==> config.mk <==
export PLATFORM = sky130hd
export DESIGN_NAME = ervp_register_file_access_ctrl
export DESIGN_NICKNAME = d
export VERILOG_FILES = /design/src/rtl/ervp_register_file_access_ctrl.sv
export SDC_FILE = /design/constraint.sdc
export NUM_CORES = 1
export LEC_CHECK = 0
export BUFFER_PORTS_ARGS = -buffer_cell sky130_fd_sc_hd__buf_2
export CAP_MARGIN = 20
export CORE_MARGIN = 5
export CORE_UTILIZATION = 53
export DETAILED_ROUTE_END_ITERATION = 8
export GPL_TIMING_DRIVEN = 0
export PLACE_DENSITY = 0.88
export SETUP_SLACK_MARGIN = 0.15
export SYNTH_ARGS = -nofsm -noshare
export SYNTH_HDL_FRONTEND = slang
export SYNTH_SLANG_ARGS = --single-unit
==> constraint.sdc <==
create_clock -name clk -period 2.5 [get_ports clk]
set_input_delay 0.125 -clock clk [delete_from_list [all_inputs] [get_ports clk]]
set_output_delay 0.125 -clock clk [all_outputs]
set_load 0.02 [all_outputs]
==> src/rtl/ervp_register_file_access_ctrl.sv <==
// ervp_register_file_access_ctrl
//   Upstream access controller for a 1R1W register file. Write requests are
//   buffered in a WQ_DEPTH-entry circular queue and issued to the register
//   file write port one per cycle from the head. Reads are issued straight to
//   the synchronous read port. A read whose index matches any queued write is
//   stalled until that write has drained. A read response is held until the
//   consumer accepts it.
//
// Ports
//   clk, rst               clock, synchronous active-high reset
//   wreq_*                 write request (valid/ready, index, lane permit, data)
//   rreq_*                 read request (valid/ready, index)
//   rrsp_*                 read response (valid/ready, data)
//   rf_index               shared index when the register file has one index
//   rf_windex/wenable/wpermit/wdata   register file write port
//   rf_rindex/renable/rdata_synch     register file read port
//   wq_count               number of queued writes
`timescale 1ns/1ps
module ervp_register_file_access_ctrl #(
    parameter int DEPTH            = 2,
    parameter int WIDTH            = 32,
    parameter int BW_INDEX         = 1,
    parameter int BW_SUBWORD       = 8,
    parameter int WQ_DEPTH         = 4,
    parameter int USE_SINGLE_INDEX = 0,
    localparam int BW_SELECT       = (WIDTH + BW_SUBWORD - 1) / BW_SUBWORD,
    localparam int BW_COUNT        = $clog2(WQ_DEPTH) + 1
) (
    input  logic                 clk,
    input  logic                 rst,
    input  logic                 wreq_valid,
    output logic                 wreq_ready,
    input  logic [BW_INDEX-1:0]  wreq_index,
    input  logic [BW_SELECT-1:0] wreq_permit,
    input  logic [WIDTH-1:0]     wreq_data,
    input  logic                 rreq_valid,
    output logic                 rreq_ready,
    input  logic [BW_INDEX-1:0]  rreq_index,
    output logic                 rrsp_valid,
    input  logic                 rrsp_ready,
    output logic [WIDTH-1:0]     rrsp_data,
    output logic [BW_INDEX-1:0]  rf_index,
    output logic [BW_INDEX-1:0]  rf_windex,
    output logic                 rf_wenable,
    output logic [BW_SELECT-1:0] rf_wpermit,
    output logic [WIDTH-1:0]     rf_wdata,
    output logic [BW_INDEX-1:0]  rf_rindex,
    output logic                 rf_renable,
    input  logic [WIDTH-1:0]     rf_rdata_synch,
    output logic [BW_COUNT-1:0]  wq_count
);

    localparam int PTR_W = $clog2(WQ_DEPTH);

    // Elaboration-time sanity on parameters; the index itself is not range-checked.
    if (WQ_DEPTH < 2 || (WQ_DEPTH & (WQ_DEPTH - 1)) != 0) begin : g_bad_wq_depth
        $error("WQ_DEPTH must be a power of two and at least 2");
    end
    if (DEPTH < 1 || DEPTH > (1 << BW_INDEX)) begin : g_bad_depth
        $error("DEPTH must fit in BW_INDEX bits");
    end

    typedef struct packed {
        logic [BW_INDEX-1:0]  index;
        logic [BW_SELECT-1:0] permit;
        logic [WIDTH-1:0]     data;
    } wq_entry_t;

    wq_entry_t            wq_mem_q [WQ_DEPTH];
    wq_entry_t            wq_entry_d;
    wq_entry_t            head;
    logic [PTR_W-1:0]     wr_ptr_q, wr_ptr_d;
    logic [PTR_W-1:0]     rd_ptr_q, rd_ptr_d;
    logic [PTR_W-1:0]     offset;
    logic [BW_COUNT-1:0]  count_q, count_d;
    logic                 rrsp_valid_q, rrsp_valid_d;
    logic                 full, empty, hzd, slot_free;
    logic                 rd_fire, wr_push, wr_issue;

    // NOTE: every signal assigned here gets a default first, so no path can
    // leave a value unassigned and infer a latch.
    always_comb begin
        full       = (count_q == BW_COUNT'(WQ_DEPTH));
        empty      = (count_q == '0);
        head       = wq_mem_q[rd_ptr_q];
        wq_entry_d = '{index: wreq_index, permit: wreq_permit, data: wreq_data};

        // Hazard: any occupied slot (distance from head below count) with a
        // matching index. The entry issuing this cycle still counts, so the
        // read lands no earlier than the cycle after the write commits.
        hzd    = 1'b0;
        offset = '0;
        for (int i = 0; i < WQ_DEPTH; i++) begin
            offset = PTR_W'(i) - rd_ptr_q;
            if (({1'b0, offset} < count_q) && (wq_mem_q[i].index == rreq_index)) begin
                hzd = 1'b1;
            end
        end

        // With a shared index, reads win the slot unless the queue is full.
        slot_free  = (USE_SINGLE_INDEX != 0) ? !full : 1'b1;
        rreq_ready = !rst && !hzd && (!rrsp_valid_q || rrsp_ready) && slot_free;
        rd_fire    = rreq_valid && rreq_ready;
        wreq_ready = !rst && !full;
        wr_push    = wreq_valid && wreq_ready;
        wr_issue   = !rst && !empty && ((USE_SINGLE_INDEX == 0) || !rd_fire);

        wr_ptr_d = wr_push  ? wr_ptr_q + 1'b1 : wr_ptr_q;
        rd_ptr_d = wr_issue ? rd_ptr_q + 1'b1 : rd_ptr_q;
        count_d  = count_q + BW_COUNT'(wr_push) - BW_COUNT'(wr_issue);

        // A new accept re-arms the response; otherwise it clears on handshake.
        if (rd_fire) begin
            rrsp_valid_d = 1'b1;
        end else if (rrsp_ready) begin
            rrsp_valid_d = 1'b0;
        end else begin
            rrsp_valid_d = rrsp_valid_q;
        end
    end

    // NOTE: state flops use non-blocking assignments so every flop samples the
    // pre-edge value of the others, regardless of statement order.
    always_ff @(posedge clk) begin
        if (rst) begin
            wr_ptr_q     <= '0;
            rd_ptr_q     <= '0;
            count_q      <= '0;
            rrsp_valid_q <= 1'b0;
        end else begin
            wr_ptr_q     <= wr_ptr_d;
            rd_ptr_q     <= rd_ptr_d;
            count_q      <= count_d;
            rrsp_valid_q <= rrsp_valid_d;
        end
    end

    // NOTE: queue storage has no reset; occupancy is tracked by the pointers
    // and count, so stale entries are never observed.
    always_ff @(posedge clk) begin
        if (wr_push) begin
            wq_mem_q[wr_ptr_q] <= wq_entry_d;
        end
    end

    // Register file write port: head entry, masked off when nothing issues.
    assign rf_wenable = 1'b1;
    assign rf_windex  = head.index;
    assign rf_wpermit = wr_issue ? head.permit : '0;
    assign rf_wdata   = head.data;

    // Read port; renable stays low while a response is stalled, which keeps
    // rf_rdata_synch (and so rrsp_data) stable.
    assign rf_rindex  = rreq_index;
    assign rf_renable = rd_fire;
    assign rf_index   = rd_fire ? rreq_index : head.index;

    assign rrsp_valid = rrsp_valid_q;
    assign rrsp_data  = rf_rdata_synch;
    assign wq_count   = count_q;

endmodule

==> results.py <==
metrics = {
    "clocking": {
        "cts_buffer_depth": 2,
        "cts_tree": "done",
        "cts-root-buf": "clkbuf_16",
        "numCtsBuffers": 17,
        "h-tree-depth": 4,
        "clock-sinks": 158,
        "path_clk_slew_ps": 50,
        "insertion_delay_ps": 410,
    },
    "route": {
        "dr.max_layer_used": "met4",
        "drc": 0,
        "ant_nets": 0,
        "drt_iter0_markers": 225,
        "wl_met3_mm": 1.104,
        "met2WireLength_mm": 6.676,
        "drt_pre_antenna_iters": 4,
        "viasPerCell": 5.265,
        "m1WireLength_mm": 4.824,
        "vias": 3475,
        "wirelength_mm": 12.71,
        "wl_per_cell_microns": 19.25,
    },
    "run": {
        "maxCapViolations": 0,
    },
    "setup_path": {
        "crit_fanout": 2,
        "crit_path_start_kind": "register",
        "criticalPathCategory": "register to output port",
        "crit_arrival_ps": 2170,
        "regToRegSetupSlack_ps": 260,
        "r2r-start": "wq_count[0]",
        "worstPathRequired_ps": 2380,
        "cpPeakStageDelay_ps": 360,
        "r2r_end": "wq_count[2]",
        "cp_cell_sequence": "xnor2_4, inv_2, ha_4, a221oi_4, a21oi_2, and3_4, mux2_4, buf_4",
        "r2r_cells": 11,
        "slowest_stage": "dfxtp_4",
        "cp-end-kind": "output port",
    },
    "sta": {
        "rsz0062_at_grt": "yes",
        "fin_worst_skew_ps": 14.10,
        "max_freq_ghz": 0.4364,
        "period_share_pct": 91.66,
        "drv_slew": 0,
        "finalSetupViolCount": 0,
        "hold_slack_ps": 116.1,
        "hold_violations": 0,
        "fin_ws_ps": 208.5,
        "min_period_ps": 2292,
    },
    "logic_synthesis": {
        "synth_edf_count": 148,
        "async_flop_share_pct": 0,
        "synth_top_area_share_pct": 70.05,
        "yosys_most_used_dff": "edfxtp_1",
        "syn_avg_cell_area_sq_um": 20.02,
        "synthTopCellsByArea": "edfxtp_1 70%, mux4_2 13%, buf_4 4.1%",
        "yosysWarnings": 0,
        "syn_nets": 403,
        "synth_common_cells": "148 x edfxtp_1, 37 x mux4_2, 35 x buf_4",
        "netlist_instances": 317,
        "synth_area_sq_um": 6345,
        "synth-seq-area-share_pct": 73.20,
        "yosys.cell_types.count": 36,
        "synth-seq-cells": 158,
        "yosysMostFrequentCell": "edfxtp_1",
        "yosys.area.top_type": "edfxtp_1",
    },
    "final_layout": {
        "fin_nets": 586,
        "diodes": 0,
        "drive_above_1_share_pct": 50.49,
        "fin_area_sq_um": 8315,
        "syn_to_final_growth_pct": 31.06,
    },
    "power_and_ir_drop": {
        "vdd.ir_drop.worst_uv": 640.0,
        "p_leak_nw": 3.081,
        "power.density_nw_per_um2": 994.9,
        "p_total_w": 0.008273,
    },
    "placed_design": {
        "portBuffers": 119,
        "place_area_sq_um": 7227,
        "pre_cts_ws_ps": 143.9,
        "gp_congestion": 0.7479,
        "dp_hpwl_mm": 8.009,
    },
    "floorplan": {
        "start_util_pct": 53.49,
        "fp.dieArea_sq_um": 14260,
        "boundaryPins": 154,
        "core_sq_um": 11860,
        "fp.dieW_microns": 119.4,
        "die_h_microns": 119.4,
        "rows": 40,
    },
    "grt": {
        "grt_first_pass_wirelength_mm": 19.85,
        "grt_max_degree": 24,
        "grt_use_total_pct": 18.47,
        "grt_pass1_vias": 3729,
        "antenna_found_initial": 0,
        "gr-total-overflow": 0,
    },
    "hold_path": {
        "hold-path-endpoint": "rrsp_valid",
        "hold_depth": 4,
        "hp-class": "input pin to register",
        "worstHoldStart": "rrsp_ready",
    },
    "outcome": {
        "status": "finished clean",
    },
}
power by group:
group | leakage (nW) | internal [W] | total (W) | switching, W
logic | 1.38 | 0.00117 | 0.00256 | 0.00138
registers | 1.43 | 0.00310 | 0.00320 | 0.000108
clock network | 0.279 | 0.00157 | 0.00251 | 0.000946
worst max-delay path, delay by kind of cell (launching register included):
| family | cells | cell delay (ps) |
|---|---|---|
| DFF | 1 | 360 |
| AOI/OAI and AO/OA | 2 | 320 |
| muxes | 1 | 280 |
| buffers and inverters | 2 | 220 |
| adders and majority gates | 1 | 220 |
| xor gates and xnor gates | 1 | 180 |
| and+or+nand+nor | 1 | 180 |
registers in the layout, indices dropped and copies added (netlist names), named ones only:
name / count
rrsp_valid: 1
rd_ptr_q: 2
wr_ptr_q: 2
wq_mem_q: 148
wq_count: 3
layout by cell type, fill, tap and decap left out, types with 2 or more instances in the layout:
master	n
edfxtp_1	148
buf_2	120
buf_4	39
dlygate4sd3_1	38
mux4_2	37
clkbuf_16	17
nor2_1	8
inv_1	8
ha_1	8
clkbuf_1	5
dfxtp_1	5
and2_1	4
and3_2	4
nor2b_1	4
xnor2_1	4
buf_12	4
clkbuf_2	3
xor2_1	3
a21oi_2	3
nor3_1	3
nand3_1	3
clkinv_2	3
bufinv_16	3
dfxtp_4	3
inv_2	2
clkbuf_4	2
nand2_1	2
ha_4	2
clkinvlp_4	2
dfxtp_2	2
per-stage QoR:
| step | TNS, ps | util [%] | instances |
|---|---|---|---|
| 3_3_place_gp | -24160 | 60.21 | 583 |
| 2_1_floorplan | 0 | - | 317 |
| 3_5_place_dp | 0 | 60.93 | 587 |
| 6_report | 0 | 70.11 | 660 |
| 4_1_cts | 0 | 69.47 | 659 |
| 5_1_grt | 0 | 70.11 | 660 |
layer usage:
layer  vias up  track usage, %
met1      1725           21.15
met5         -               0
li1       1586               -
met2       153           31.93
met4         0           6.442
met3        11           6.885
repair_timing:
action,CTS,global route
pin swaps,3,2
setup buffers,2,1
resized for setup,9,15
hold buffers,38,0
gates cloned,0,0
endpoints found under the setup margin,3,23
endpoints found under the hold margin,149,0
logic make-up (layout without fill, tap and decap cells):
kind of cell | count (synthesis) | after routing | share of synthesized area [%]
mux | 38 | 38 | 13.37
flops | 158 | 158 | 73.20
compound gates | 11 | 11 | 1.183
fa+ha+maj | 11 | 11 | 2.288
buf+inv | 54 | 250 | 5.462
other cells | 1 | 1 | 0.05910
xor+xnor | 9 | 9 | 1.242
simple gates | 35 | 35 | 3.195
cell type report:
class	count	area, sq um
Tap cell	147	183.9
Clock buffer	21	440.4
Buffer	44	317.8
Multi-Input combinational cell	105	1455
Timing Repair Buffer	164	1081
Clock inverter	11	141.4
Fill cell	738	3546
Sequential cell	158	4658
Inverter	10	37.54
how the worst max path moves through the flow:
stage / start / end / cells past startpoint
CTS: wq_count[1] / rf_index / 8
global placement: wq_count[0] / wq_mem_q[0][26] / 3
detailed placement: wq_count[2] / wq_count[2] / 9
floorplan: wq_count[1] / wq_count[2] / 11
global route: rd_ptr_q[0] / rf_index / 8
finish: rd_ptr_q[0] / rf_index / 8
No activity file was read; power rests on OpenSTA's default activity.
